File: src/rtl/boot_seq_pkg.sv
// Shared types and helpers for the boot sequencer: state encoding, RAM port
// select codes and the per-state control output decode.
package boot_seq_pkg;

  localparam int CNT_W  = 24;
  localparam int ADDR_W = 16;
  localparam int DATA_W = 8;

  typedef enum logic [2:0] {
    ST_IDLE    = 3'd0,
    ST_LDR_RST = 3'd1,
    ST_LOAD    = 3'd2,
    ST_CPU_RST = 3'd3,
    ST_SETTLE  = 3'd4,
    ST_RUN     = 3'd5,
    ST_HALT    = 3'd6,
    ST_ERROR   = 3'd7
  } state_t;

  localparam logic [1:0] SEL_NONE = 2'd0;
  localparam logic [1:0] SEL_LDR  = 2'd1;
  localparam logic [1:0] SEL_CPU  = 2'd2;

  typedef struct packed {
    logic cpu_reset;
    logic loader_rst;
    logic load;
    logic rdy;
    logic halted;
    logic error;
  } ctrl_t;

  // Unknown encodings fall back to the IDLE pattern, which keeps the cpu in reset.
  function automatic ctrl_t ctrl_decode(input state_t st);
    ctrl_t c;
    c = '{cpu_reset: 1'b0, loader_rst: 1'b0, load: 1'b0,
          rdy: 1'b0, halted: 1'b0, error: 1'b0};
    case (st)
      ST_IDLE:    begin c.cpu_reset = 1'b1; c.loader_rst = 1'b1; end
      ST_LDR_RST: begin c.cpu_reset = 1'b1; c.loader_rst = 1'b1; end
      ST_LOAD:    begin c.cpu_reset = 1'b1; c.load = 1'b1; end
      ST_CPU_RST: c.cpu_reset = 1'b1;
      ST_SETTLE:  c.cpu_reset = 1'b0;
      ST_RUN:     c.rdy = 1'b1;
      ST_HALT:    c.halted = 1'b1;
      ST_ERROR:   begin c.cpu_reset = 1'b1; c.error = 1'b1; end
      default:    begin c.cpu_reset = 1'b1; c.loader_rst = 1'b1; end
    endcase
    return c;
  endfunction

  function automatic logic [1:0] ram_sel_decode(input state_t st);
    logic [1:0] s;
    case (st)
      ST_LOAD:                     s = SEL_LDR;
      ST_SETTLE, ST_RUN, ST_HALT:  s = SEL_CPU;
      default:                     s = SEL_NONE;
    endcase
    return s;
  endfunction

endpackage

File: src/rtl/boot_sequencer_ram_port_mux.sv
// Combinational selection of the RAM_loader port, the cpu bus or an idle
// (all-zero) pattern onto the single RAM port.
module ram_port_mux
  import boot_seq_pkg::*;
(
  input  logic [1:0]        sel,
  input  logic [ADDR_W-1:0] ldr_addr,
  input  logic              ldr_we,
  input  logic [DATA_W-1:0] ldr_data,
  input  logic [ADDR_W-1:0] cpu_ab,
  input  logic              cpu_we,
  input  logic [DATA_W-1:0] cpu_do,
  output logic [ADDR_W-1:0] ram_addr,
  output logic              ram_we,
  output logic [DATA_W-1:0] ram_din
);

  // Port select; anything but the two owners parks the RAM with writes off.
  always_comb begin
    ram_addr = {ADDR_W{1'b0}};
    ram_we   = 1'b0;
    ram_din  = {DATA_W{1'b0}};
    case (sel)
      SEL_LDR: begin
        ram_addr = ldr_addr;
        ram_we   = ldr_we;
        ram_din  = ldr_data;
      end
      SEL_CPU: begin
        ram_addr = cpu_ab;
        ram_we   = cpu_we;
        ram_din  = cpu_do;
      end
      default: begin
        ram_addr = {ADDR_W{1'b0}};
        ram_we   = 1'b0;
        ram_din  = {DATA_W{1'b0}};
      end
    endcase
  end

endmodule

File: src/rtl/boot_sequencer.sv
// Boot controller: sequences RAM_loader reset/load, cpu reset, settle and a
// bounded RUN window, and hands the single RAM port to the current owner.
module boot_sequencer
  import boot_seq_pkg::*;
#(
  parameter int RESET_CYCLES  = 8,
  parameter int SETTLE_CYCLES = 10,
  parameter int LOAD_TIMEOUT  = 64,
  parameter int RUN_CYCLES    = 1380
)(
  input  logic              clk,
  input  logic              reset,
  input  logic              start,
  input  logic              loader_done,
  input  logic [ADDR_W-1:0] ldr_addr,
  input  logic              ldr_we,
  input  logic [DATA_W-1:0] ldr_data,
  input  logic [ADDR_W-1:0] cpu_ab,
  input  logic              cpu_we,
  input  logic [DATA_W-1:0] cpu_do,
  output logic [ADDR_W-1:0] ram_addr,
  output logic              ram_we,
  output logic [DATA_W-1:0] ram_din,
  output logic              loader_rst,
  output logic              load,
  output logic              cpu_reset,
  output logic              rdy,
  output logic [2:0]        state,
  output logic              halted,
  output logic              error,
  output logic [CNT_W-1:0]  run_count
);

  // A state with dwell N exits when the counter reaches N-1.
  localparam logic [CNT_W-1:0] RST_LAST    = CNT_W'(RESET_CYCLES - 1);
  localparam logic [CNT_W-1:0] SETTLE_LAST = CNT_W'(SETTLE_CYCLES - 1);
  localparam logic [CNT_W-1:0] LOAD_LAST   = CNT_W'(LOAD_TIMEOUT - 1);
  localparam logic [CNT_W-1:0] RUN_LAST    = CNT_W'(RUN_CYCLES - 1);

  state_t           state_r;
  state_t           state_next_s;
  ctrl_t            ctrl_r;
  ctrl_t            ctrl_next_s;
  logic [CNT_W-1:0] dwell_r;
  logic [CNT_W-1:0] run_count_r;
  logic [1:0]       ram_sel_s;
  logic             cpu_we_gated_s;

  // State and control flops; controls are decoded from the next state so they
  // change on the same edge as the state itself.
  always_ff @(posedge clk or posedge reset) begin
    if (reset) begin
      state_r <= ST_IDLE;
      ctrl_r  <= ctrl_decode(ST_IDLE);
    end else begin
      state_r <= state_next_s;
      ctrl_r  <= ctrl_next_s;
    end
  end

  // Next-state logic; dropping start aborts from anywhere and overrides the rest.
  always_comb begin
    state_next_s = state_r;
    if (!start && (state_r != ST_IDLE)) begin
      state_next_s = ST_IDLE;
    end else begin
      case (state_r)
        ST_IDLE: begin
          if (start) state_next_s = ST_LDR_RST;
          else       state_next_s = ST_IDLE;
        end
        ST_LDR_RST: begin
          if (dwell_r == RST_LAST) state_next_s = ST_LOAD;
          else                     state_next_s = ST_LDR_RST;
        end
        ST_LOAD: begin
          if (loader_done)               state_next_s = ST_CPU_RST;
          else if (dwell_r == LOAD_LAST) state_next_s = ST_ERROR;
          else                           state_next_s = ST_LOAD;
        end
        ST_CPU_RST: begin
          if (dwell_r == RST_LAST) state_next_s = ST_SETTLE;
          else                     state_next_s = ST_CPU_RST;
        end
        ST_SETTLE: begin
          if (dwell_r == SETTLE_LAST) state_next_s = ST_RUN;
          else                        state_next_s = ST_SETTLE;
        end
        ST_RUN: begin
          if (dwell_r == RUN_LAST) state_next_s = ST_HALT;
          else                     state_next_s = ST_RUN;
        end
        ST_HALT:  state_next_s = ST_HALT;
        ST_ERROR: state_next_s = ST_ERROR;
        default:  state_next_s = ST_IDLE;
      endcase
    end
  end

  // Control output decode of the upcoming state.
  always_comb begin
    ctrl_next_s = ctrl_decode(state_next_s);
  end

  // Shared dwell counter: restarts at zero on every state change.
  always_ff @(posedge clk or posedge reset) begin
    if (reset) begin
      dwell_r <= {CNT_W{1'b0}};
    end else if (state_next_s != state_r) begin
      dwell_r <= {CNT_W{1'b0}};
    end else begin
      dwell_r <= dwell_r + CNT_W'(1'b1);
    end
  end

  // RDY-high cycle count: cleared when a new boot begins, held outside RUN.
  always_ff @(posedge clk or posedge reset) begin
    if (reset) begin
      run_count_r <= {CNT_W{1'b0}};
    end else if ((state_next_s == ST_LDR_RST) && (state_r != ST_LDR_RST)) begin
      run_count_r <= {CNT_W{1'b0}};
    end else if (state_r == ST_RUN) begin
      run_count_r <= run_count_r + CNT_W'(1'b1);
    end else begin
      run_count_r <= run_count_r;
    end
  end

  assign ram_sel_s      = ram_sel_decode(state_r);
  assign cpu_we_gated_s = cpu_we & ~ctrl_r.cpu_reset;

  ram_port_mux u_ram_port_mux (
    .sel      (ram_sel_s),
    .ldr_addr (ldr_addr),
    .ldr_we   (ldr_we),
    .ldr_data (ldr_data),
    .cpu_ab   (cpu_ab),
    .cpu_we   (cpu_we_gated_s),
    .cpu_do   (cpu_do),
    .ram_addr (ram_addr),
    .ram_we   (ram_we),
    .ram_din  (ram_din)
  );

  assign state      = state_r;
  assign cpu_reset  = ctrl_r.cpu_reset;
  assign loader_rst = ctrl_r.loader_rst;
  assign load       = ctrl_r.load;
  assign rdy        = ctrl_r.rdy;
  assign halted     = ctrl_r.halted;
  assign error      = ctrl_r.error;
  assign run_count  = run_count_r;

endmodule

File: config.mk
export PLATFORM = sky130hd
export DESIGN_NAME = boot_sequencer
export DESIGN_NICKNAME = d
export VERILOG_FILES = /design/src/rtl/boot_seq_pkg.sv /design/src/rtl/boot_sequencer_ram_port_mux.sv /design/src/rtl/boot_sequencer.sv
export SDC_FILE = /design/constraint.sdc
export NUM_CORES = 1
export LEC_CHECK = 0
export BUFFER_PORTS_ARGS = -buffer_cell sky130_fd_sc_hd__buf_2
export CORE_MARGIN = 4
export CORE_UTILIZATION = 30
export DETAILED_ROUTE_END_ITERATION = 12
export PLACE_DENSITY_LB_ADDON = 0.12
export SLEW_MARGIN = 20
export SYNTH_ARGS = -nofsm -noshare
export SYNTH_HDL_FRONTEND = slang
export SYNTH_SLANG_ARGS = --single-unit
File: constraint.sdc
create_clock -name clk -period 7.7 [get_ports clk]
set_clock_uncertainty 0.15 [all_clocks]
set_input_delay 2.31 -clock clk [delete_from_list [all_inputs] [get_ports clk]]
set_output_delay 2.31 -clock clk [all_outputs]
set_load 0.02 [all_outputs]
==> impl_metrics.yaml <==
power_and_ir_drop:
  ir_drop_mv: 0.08302
  p_leak_nw: 2.082
  p_total_mw: 0.7796
  power_density_nw_per_um2: 172.9
detailed_routing:
  wire_per_inst_um: 16.32
  first_pass_iters: 4
  routed_via_density: 5.262
  drc: 0
  detail-route-antenna-nets: 0
  detail_route.wirelength_um: 10110
  vias: 3257
  detailedRoute.firstIterationViolations: 200
logic_synthesis:
  postSynth.asyncResetShare_pct: 100.0
  syn-num-nets: 417
  sequential_element_share_of_the_synthesized_area_pct: 40.79
  synth-main-ff-cell: "sky130_fd_sc_hd__dfrtp_1"
  syn_area_per_cell_um2: 9.732
  synth_edf_count: 0
  synth_cells: 360
  distinct_cell_type_count_of_the_synthesized_netlist: 65
  yosys_register_bits: 57
  post_syn_area_um2: 3503
  ys.warnings.count: 0
cts:
  post-cts-setup-buffers: 0
  cts-buffers-inserted: 9
  ctsHtreeMaxLevel: 3
  clk_transition_reported_paths_ns: 0.06
  cts_tree: "done"
  clockRootBuffer: "sky130_fd_sc_hd__clkbuf_16"
  cts.repair.resized: 0
  insertion_delay_ns: 0.33
  postCtsHoldBufs: 0
  cts.sinks: 57
  max-clock-path-buffers: 2
setup_path:
  critical_path.endpoint_type: "output pin"
  rr_worst_depth: 7
  arrival_ns: 2.80
  cp-start-kind: "input port"
  required_ns: 5.24
  setup_slack_reg_to_reg_ns: 4.32
  worst-setup-path-type: "input port to output pin"
  critical_path.reg2reg.startpoint: "dwell_r[0]"
  path_max_fanout: 1
  critical_path.reg2reg.endpoint: "run_count[16]"
floorplanning:
  dieArea_um2: 13470
  die_width_um: 116.1
  initial_cell_density_of_the_core_pct: 30.68
  floorplan.core_area_um2: 11420
  fp-row-count: 39
  die-height_um: 116.1
  num_io_pins: 112
grt:
  grt_overflow: 0
  grt_pass1_wl_um: 16300
  grt_start_max_net_pins: 58
  number_of_antenna_violations_at_the_first_check_in_global_routing: 0
  grt_pass1_vias: 3095
  grtUsageTotal_pct: 15.16
finish:
  finish.net_count: 528
  flow.area_growth_from_synthesis_pct: 28.68
  drive_above_1_share_pct: 34.45
  antenna_cell_count: 0
  mostFrequentLayoutCell: "sky130_fd_sc_hd__buf_2"
  layout_common_cells: "sky130_fd_sc_hd__buf_2 (111), sky130_fd_sc_hd__dfrtp_1 (55), sky130_fd_sc_hd__nor2_1 (40)"
  multi_input_gate_area_in_the_final_layout_um2: 1967
  sequential_standard_cell_area_um2: 1429
  fill_cells: 1170
  postLayoutCoreUtil_pct: 39.48
sta:
  drv_slew: 0
  holdWs_ns: 0.3908
  finalSetupTns_ns: 0
  max_freq_mhz: 190.3
  worstMarginPinSlew_ns: 0.8408
  setup_repair_after_global_routing_missed_its_margin: "no"
  min_period_over_period_pct: 68.25
  hold_violations: 0
  setup_viol: 0
  final.min_clock_period_ns: 5.255
  worst_slew_margin_rel_pct: 43.43
min_path:
  timing.hold.worst_endpoint: "run_count[23]"
  hold_path.startpoint: "run_count[23]"
  hold_path_class: "register to register"
  timing.hold.worst_path_depth: 2
placement:
  numPortBuffers: 111
  dpl.hpwl_um: 7082
  place.gp.congestion: 0.8425
job:
  timing.max_cap.violations: 0
outcome:
  outcome: "completed"
## flip-flops by register name, summed over array words and instances, names as in the netlist
name	cells
dwell_r	24
run_count	24
state	3
cpu_reset	1
error	1
halted	1
load	1
loader_rst	1
rdy	1
## cells in the mapped netlist, types with 2 or more instances
cell,count,area [um2]
sky130_fd_sc_hd__nor4_1,15,93.84
sky130_fd_sc_hd__dfstp_2,2,52.55
sky130_fd_sc_hd__dfrtp_1,55,1376
sky130_fd_sc_hd__nand2_1,24,90.09
sky130_fd_sc_hd__buf_6,2,22.52
sky130_fd_sc_hd__nand3_1,17,85.08
sky130_fd_sc_hd__xnor2_1,24,210.2
sky130_fd_sc_hd__o311ai_0,2,17.52
sky130_fd_sc_hd__clkbuf_1,9,33.78
sky130_fd_sc_hd__nand4_1,21,131.4
sky130_fd_sc_hd__a21oi_1,3,15.01
sky130_fd_sc_hd__ha_1,3,37.54
sky130_fd_sc_hd__and3_1,7,43.79
sky130_fd_sc_hd__nand3b_1,2,15.01
sky130_fd_sc_hd__nor4_2,10,125.1
sky130_fd_sc_hd__buf_4,2,15.01
sky130_fd_sc_hd__and4_1,3,26.28
sky130_fd_sc_hd__inv_1,8,30.03
sky130_fd_sc_hd__xor2_1,18,157.7
sky130_fd_sc_hd__or4_1,2,15.01
sky130_fd_sc_hd__a31o_1,2,17.52
sky130_fd_sc_hd__o311a_1,3,30.03
sky130_fd_sc_hd__buf_2,2,10.01
sky130_fd_sc_hd__o211ai_1,2,15.01
sky130_fd_sc_hd__nor3_1,18,90.09
sky130_fd_sc_hd__nor2_1,40,150.1
sky130_fd_sc_hd__nor4b_1,2,17.52
sky130_fd_sc_hd__or3_1,2,12.51
sky130_fd_sc_hd__a22o_1,24,210.2
## critical path, stage by stage
cell and delay, ns:
sky130_fd_sc_hd__buf_2 0.09, sky130_fd_sc_hd__a32o_1 0.23, sky130_fd_sc_hd__buf_2 0.16
## kinds of logic (layout without fill, tap and decap cells)
logic type | Yosys count | in the layout | share of synthesized area, %
xor gates and xnor gates | 42 | 42 | 10.50
DFF | 57 | 57 | 40.79
buffers and inverters | 25 | 141 | 3.392
and+or+nand+nor | 178 | 178 | 29.79
adders and majority gates | 3 | 3 | 1.072
AOI/OAI and AO/OA | 55 | 55 | 14.46
## worst max path at each step
stage               startpoint      to  slack (ns)  cells past startpoint
floorplan               cpu_we  ram_we        2.63                      1
global placement        cpu_we  ram_we        2.45                      3
detailed placement      cpu_we  ram_we        2.45                      3
CTS                     cpu_we  ram_we        2.44                      3
global route            cpu_we  ram_we        2.41                      3
finish                  cpu_we  ram_we        2.44                      3
## cell type report
type	instances	area share, %
timing repair buffer	116	13.16
inverter	9	0.7494
clock inverter	6	1.499
multi-input combinational	278	43.63
clock buffer	10	5.301
sequential	57	31.70
tap	143	3.969
## power by group
part / internal [mW] / total [mW] / switching (mW)
sequential: 0.305 / 0.315 / 0.0101
combinational: 0.0244 / 0.0602 / 0.0359
clock: 0.259 / 0.405 / 0.145
total: 0.588 / 0.780 / 0.191
## routing by layer
| layer | global-route usage [%] | share of wire, % |
|---|---|---|
| met1 | 20.06 | 46 |
| met2 | 24.09 | 48 |
| met3 | 3.864 | 3.9 |
| met4 | 5.336 | 2.2 |
| met5 | 0 | 0 |
## per-stage QoR
stage          instance area [um2]  setup slack [ns]  cells
2_1_floorplan                 3503             2.632    360
3_3_place_gp                  4194             2.455    603
3_5_place_dp                  4194             2.445    603
4_1_cts                       4501             2.443    619
5_1_grt                       4508             2.407    619
6_report                      4508             2.445    619
Power figures use the tool's default switching activity.
